File: config.mk
export PLATFORM = sky130hd
export DESIGN_NAME = mem_burst_reader
export DESIGN_NICKNAME = d
export VERILOG_FILES = /design/src/rtl/mem_burst_reader_pkg.sv /design/src/rtl/mem_burst_reader_fifo2x8.sv /design/src/rtl/mem_burst_reader.sv
export SDC_FILE = /design/constraint.sdc
export NUM_CORES = 1
export LEC_CHECK = 0
export BUFFER_PORTS_ARGS = -buffer_cell sky130_fd_sc_hd__clkbuf_2
export CAP_MARGIN = 20
export CORE_MARGIN = 2
export CORE_UTILIZATION = 55
export DETAILED_ROUTE_END_ITERATION = 10
export GPL_TIMING_DRIVEN = 0
export HOLD_SLACK_MARGIN = 0.03
export PLACE_DENSITY = 0.8
export SLEW_MARGIN = 40
export SYNTH_ARGS = -nofsm -noshare
export SYNTH_HDL_FRONTEND = slang
export SYNTH_SLANG_ARGS = --single-unit
File: constraint.sdc
create_clock -name clk -period 4.9 [get_ports clk]
set_clock_uncertainty 0.15 [all_clocks]
set_input_delay 1.225 -clock clk [delete_from_list [all_inputs] [get_ports clk]]
set_output_delay 1.225 -clock clk [all_outputs]
set_load 0.02 [all_outputs]
File: src/rtl/mem_burst_reader_pkg.sv
// Shared state encoding and read-buffer constants for mem_burst_reader and fifo2x8.
package mem_burst_reader_pkg;

  typedef enum logic [1:0] {
    ST_IDLE  = 2'd0,
    ST_RUN   = 2'd1,
    ST_DRAIN = 2'd2,
    ST_FIN   = 2'd3
  } state_e;

  localparam int RD_FIFO_DEPTH = 2;
  localparam int RD_FIFO_CW    = 2;

  typedef logic [RD_FIFO_CW-1:0] occ_t;

  localparam occ_t RD_FIFO_FULL_OCC = occ_t'(RD_FIFO_DEPTH);

endpackage

File: src/rtl/mem_burst_reader_fifo2x8.sv
// fifo2x8: two-entry byte FIFO with push/pop/full/empty and a synchronous flush.
// Push and pop in the same cycle are accepted together, also when full.
module fifo2x8
  import mem_burst_reader_pkg::*;
(
  input  logic       clk,
  input  logic       reset_n,
  input  logic       flush,
  input  logic       push,
  input  logic       pop,
  input  logic [7:0] din,
  output logic [7:0] dout,
  output logic       full,
  output logic       empty
);

  logic [7:0] mem_q [RD_FIFO_DEPTH];
  logic       wr_ptr_q;
  logic       rd_ptr_q;
  occ_t       count_q;
  logic       do_push;
  logic       do_pop;

  assign do_pop  = pop && (count_q != '0);
  assign do_push = push && ((count_q != RD_FIFO_FULL_OCC) || do_pop);

  always_ff @(posedge clk) begin
    if (!reset_n) begin
      wr_ptr_q <= 1'b0;
      rd_ptr_q <= 1'b0;
      count_q  <= '0;
      for (int i = 0; i < RD_FIFO_DEPTH; i++) begin
        mem_q[i] <= '0;
      end
    end else if (flush) begin
      wr_ptr_q <= 1'b0;
      rd_ptr_q <= 1'b0;
      count_q  <= '0;
    end else begin
      if (do_push) begin
        mem_q[wr_ptr_q] <= din;
        wr_ptr_q        <= ~wr_ptr_q;
      end
      if (do_pop) begin
        rd_ptr_q <= ~rd_ptr_q;
      end
      count_q <= count_q + occ_t'(do_push) - occ_t'(do_pop);
    end
  end

  assign dout  = mem_q[rd_ptr_q];
  assign full  = (count_q == RD_FIFO_FULL_OCC);
  assign empty = (count_q == '0);

endmodule

File: src/rtl/mem_burst_reader.sv
// mem_burst_reader: strobed burst reads from a synchronous memory streamed out on valid/ready.
// Optional MEM_READER_ABORT_EN adds an 'abort' input that cancels a burst without a done pulse.
module mem_burst_reader
  import mem_burst_reader_pkg::*;
#(
  parameter int AW = 13,
  parameter int LW = 13
) (
  input  logic          clk,
  input  logic          reset_n,
  input  logic          start,
  input  logic [AW-1:0] startAddr,
  input  logic [LW-1:0] length,
`ifdef MEM_READER_ABORT_EN
  input  logic          abort,
`endif
  output logic          busy,
  output logic          done,
  output logic [AW-1:0] memAddr,
  output logic          memStrobe,
  input  logic [7:0]    memData,
  output logic [7:0]    outData,
  output logic          outValid,
  input  logic          outReady
);

  state_e        state_q, state_d;
  logic [AW-1:0] addr_q, addr_d;
  logic [LW-1:0] rem_q, rem_d;
  logic          pending_q, pending_d;

  logic          fifo_full;
  logic          fifo_empty;
  logic          pop;
  logic          issue;
  logic          abort_req;
  occ_t          occ;
  occ_t          occ_after_pop;
  occ_t          slots_used;

`ifdef MEM_READER_ABORT_EN
  assign abort_req = abort && (state_q != ST_IDLE);
`else
  assign abort_req = 1'b0;
`endif

  assign outValid = !fifo_empty;
  assign pop      = outValid && outReady;

  // A byte leaving this cycle frees its slot, which keeps one read per clock going.
  assign occ           = fifo_full ? RD_FIFO_FULL_OCC : (fifo_empty ? occ_t'(0) : occ_t'(1));
  assign occ_after_pop = occ - occ_t'(pop);
  assign slots_used    = occ_after_pop + occ_t'(pending_q);

  assign issue = (state_q == ST_RUN) && (rem_q != '0) &&
                 (slots_used < RD_FIFO_FULL_OCC) && !abort_req;

  always_comb begin
    state_d   = state_q;
    addr_d    = addr_q;
    rem_d     = rem_q;
    pending_d = issue;
    unique case (state_q)
      ST_IDLE: begin
        if (start) begin
          addr_d  = startAddr;
          rem_d   = length;
          state_d = (length == '0) ? ST_FIN : ST_RUN;
        end
      end
      ST_RUN: begin
        if (issue) begin
          addr_d = addr_q + 1'b1;
          rem_d  = rem_q - 1'b1;
          if (rem_q == LW'(1)) begin
            state_d = ST_DRAIN;
          end
        end
      end
      ST_DRAIN: begin
        // Leave as soon as the last byte is handed over, so done follows it by one cycle.
        if (!pending_q && (occ_after_pop == '0)) begin
          state_d = ST_FIN;
        end
      end
      ST_FIN: begin
        state_d = ST_IDLE;
      end
      default: begin
        state_d = ST_IDLE;
      end
    endcase
    if (abort_req) begin
      state_d   = ST_IDLE;
      pending_d = 1'b0;
    end
  end

  always_ff @(posedge clk) begin
    if (!reset_n) begin
      state_q   <= ST_IDLE;
      addr_q    <= '0;
      rem_q     <= '0;
      pending_q <= 1'b0;
    end else begin
      state_q   <= state_d;
      addr_q    <= addr_d;
      rem_q     <= rem_d;
      pending_q <= pending_d;
    end
  end

  fifo2x8 u_fifo (
    .clk    (clk),
    .reset_n(reset_n),
    .flush  (abort_req),
    .push   (pending_q),
    .pop    (pop),
    .din    (memData),
    .dout   (outData),
    .full   (fifo_full),
    .empty  (fifo_empty)
  );

  assign busy      = (state_q != ST_IDLE);
  assign done      = (state_q == ST_FIN);
  assign memAddr   = addr_q;
  assign memStrobe = issue;

endmodule
==> flow_summary.json <==
{
  "status": "finished clean",
  "drive_gt1_frac": 0.2242,
  "post_detailed_placement_half_perimeter_wirelength_um": 5393,
  "detailedRoute.firstPassIterationCount": 5,
  "area_of_all_placed_cells_without_fillers_um2": 3483,
  "routed_via_density": 5.944,
  "yosys.area.top_type": "sky130_fd_sc_hd__dfxtp_1",
  "grt_max_degree": 17,
  "drc_errors": 0,
  "synthCells": 328,
  "dieHeight_um": 77.27,
  "tritoncts": "done",
  "crit_path_frequent_cell": "sky130_fd_sc_hd__clkbuf_2",
  "irDropWorstVdd_mv": 0.3459,
  "number_of_global_route_vias_before_repair": 2630,
  "critical-path-slowest-cell": "sky130_fd_sc_hd__xnor3_1",
  "post_cts.resized_instances": 0,
  "report.final.hold_viol_count": 0,
  "post_synth_instance_area_um2": 2953,
  "number_of_synthesized_flops_with_an_enable_pin": 16,
  "fillerInstances": 453,
  "worst-r2r-setup-slack_ps": 2160,
  "fin_nets": 445,
  "global_route_wire_length_before_repair_um": 12170,
  "numCtsBuffers": 5,
  "finalSetupViolations": 0,
  "power_per_cell_area_nw_per_um2": 659.3,
  "grt_antenna_before_repair": 0,
  "chipWidth_um": 77.27,
  "area.growth.synth_to_final_pct": 17.97,
  "worstPathCellList": "clkbuf_2, and2_1, ha_1, nor2b_1, xnor3_1, and3_1, clkbuf_2",
  "finalWeightedCongestion": 0.8762,
  "dpl-instance-area_um2": 3346,
  "numPortBuffers": 61,
  "r2r_cell_count": 10,
  "floorplan.initialDensity": 0.5745,
  "cts-hold-fix-buffers": 0,
  "worst_slew_pin_slew_ps": 715.7,
  "placeable_core_region_um2": 5140,
  "holdPathEnd": "rem_q[11]$_SDFFE_PN0P_",
  "detailedRoute.firstIterationViolations": 261,
  "root_buffer": "sky130_fd_sc_hd__clkbuf_8",
  "ioPinCount": 63,
  "postRouteWirelength_um": 7315,
  "globalRoute.totalOverflow": 0,
  "max_freq_mhz": 242.7,
  "cts.htree.levels": 2,
  "power.leakage_nw": 1.422,
  "ys.warnings.count": 0,
  "criticalPathCategory": "in2out",
  "ant_nets": 0,
  "syn_nets": 377,
  "fin_crit_sh": 0.8408,
  "clk_transition_reported_paths_ps": 100,
  "min_path_cells": 2,
  "fp-row-count": 26,
  "worstPathMaxFanout": 4,
  "rr_endpoint": "memAddr[6]$_SDFFE_PN0P_",
  "slew_headroom": 0.5196,
  "slew_viol_final": 0,
  "synth_cell_type_count": 51,
  "synth-async-reset-ratio": 0,
  "cp_slowest_stage_delay_ps": 350,
  "p_total_mw": 2.296,
  "timing.setup.tns_ps": 0,
  "synth_seq_area_share": 0.3932,
  "worstPathArrival_ps": 2750,
  "clock_latency_late_sink_ps": 310,
  "post_cts_buffers": 0,
  "yosysTopAreaCellShare": 0.2305,
  "worstHoldPathType": "reg2reg",
  "min_period_ps": 4120,
  "synthFlopType": "sky130_fd_sc_hd__dfxtp_1",
  "postSynthRegisterBits": 50,
  "die_area_um2": 5971,
  "route.detailed.wl_per_inst_um": 15.66,
  "clock_sinks": 50,
  "vias": 2776,
  "cts_max_path_buffers": 2,
  "timing.hold.worst.start": "rem_q[11]$_SDFFE_PN0P_",
  "rsz0062_at_grt": "false",
  "start_kind": "input port",
  "timing.critical_path.required_ps": 3520,
  "netlist_top_cells_area": "sky130_fd_sc_hd__dfxtp_1, sky130_fd_sc_hd__edfxtp_1, sky130_fd_sc_hd__ha_1",
  "groute.usage.overall": 0.2543,
  "antennaDiodeCount": 0,
  "critical_path.endpoint_type": "primary output",
  "syn_area_per_cell_um2": 9.003,
  "timing.rr.start": "u_fifo.count_q[0]$_SDFF_PN0_",
  "cap_viol_max_count": 0
}
==> registers in the layout, summed over array words and instances (netlist names), named ones only <==
register         count
u_fifo.mem_q        16
memAddr             13
rem_q               13
state_q              2
u_fifo.count_q       2
pending_q            1
u_fifo.rd_ptr_q      1
u_fifo.wr_ptr_q      1
==> layout by cell type (no fill, tap or decap), drive strengths merged, types with 3 or more instances in the layout <==
master and instances:
o31ai 3, nand3b 4, nor4 10, or4 4, a211o 6, mux2i 8, dfxtp 34, xnor2 9
nor2 22, nor2b 4, and2 19, buf 7, and3 5, edfxtp 16, o211ai 7, a21oi 17
nand4 6, clkbuf 77, ha 11, mux2 8, nor3 14, inv 17, o21ai 19, o311ai 8
nand2 17, nand3 15, nand2b 3
==> synthesized netlist by cell type (all sizes together) (2+ instances only) <==
| cell type | instances |
|---|---|
| nand3 | 15 |
| nand4 | 6 |
| nand3b | 4 |
| mux2i | 8 |
| o22ai | 2 |
| o41ai | 2 |
| ha | 11 |
| edfxtp | 16 |
| dfxtp | 34 |
| nor3 | 14 |
| xnor2 | 9 |
| buf | 7 |
| and2 | 19 |
| o21ai | 19 |
| and3 | 5 |
| nor4 | 10 |
| nand2 | 17 |
| clkbuf | 11 |
| o31a | 2 |
| a211o | 6 |
| a21oi | 17 |
| o31ai | 3 |
| or4 | 4 |
| o311ai | 8 |
| nand2b | 3 |
| o211ai | 7 |
| nor2 | 22 |
| nor2b | 4 |
| a31oi | 2 |
| or3b | 2 |
| o2111ai | 2 |
| inv | 17 |
| mux2 | 8 |
==> kinds of logic (layout without fill, tap and decap cells) <==
kind of cell | after synthesis | in the layout | share of synthesized area
AND/OR/NAND/NOR | 129 | 129 | 0.2373
AO/OA/AOI/OAI | 76 | 76 | 0.1763
flip-flops | 50 | 50 | 0.3932
buffers and inverters | 35 | 104 | 0.05170
multiplexers | 16 | 16 | 0.05763
adder cells (fa/ha/maj) | 11 | 11 | 0.04661
XOR/XNOR | 11 | 11 | 0.03729
==> metal layers <==
metal | share of wire | GRT usage | vias to the layer above
li1 | - | - | 1346
met1 | 0.43 | 0.3386 | 1298
met2 | 0.48 | 0.4235 | 119
met5 | 0 | 0 | -
met4 | 0.016 | 0.08393 | 0
met3 | 0.072 | 0.03765 | 13
==> where the power goes <==
| part | leakage, nW | switching [mW] | internal [mW] |
|---|---|---|---|
| registers | 0.445 | 0.136 | 0.565 |
| logic | 0.909 | 0.737 | 0.505 |
| clock network | 0.0683 | 0.148 | 0.205 |
==> how the worst max path moves through the flow <==
stage | start | to | slack, ps
6_report | outReady | memStrobe | 780
5_1_grt | outReady | memStrobe | 690
2_1_floorplan | outReady | memStrobe | 1110
3_3_place_gp | outReady | memStrobe | 820
3_5_place_dp | outReady | memStrobe | 800
4_1_cts | outReady | memStrobe | 790
==> critical path: cells and delay by family <==
kind                     cells  cell delay (ps)
AND/OR/NAND/NOR              3              610
adder cells (fa/ha/maj)      1              310
XOR/XNOR                     1              350
buffers and inverters        2              250
==> per-stage QoR <==
step                hold slack, ps  instances  setup WS (ps)    util
floorplan                    301.0        328           1108       -
global placement             317.3        459          822.2  0.6509
detailed placement           319.9        459          803.3  0.6509
CTS                          332.7        467          793.8  0.6777
global route                 365.6        467          685.7  0.6777
finish                       331.5        467          780.0  0.6777
==> area by class of cell <==
class	count	area, um^2	share of cell area
Multi-Input combinational cell	243	1639	0.4705
Inverter	17	63.81	0.01832
Clock buffer	5	68.82	0.01976
Clock inverter	3	68.82	0.01976
Sequential cell	50	1161	0.3333
Buffer	18	88.84	0.02550
Timing Repair Buffer	61	305.3	0.08764
Tap cell	70	87.58	0.02514
Power figures use the tool's default switching activity.
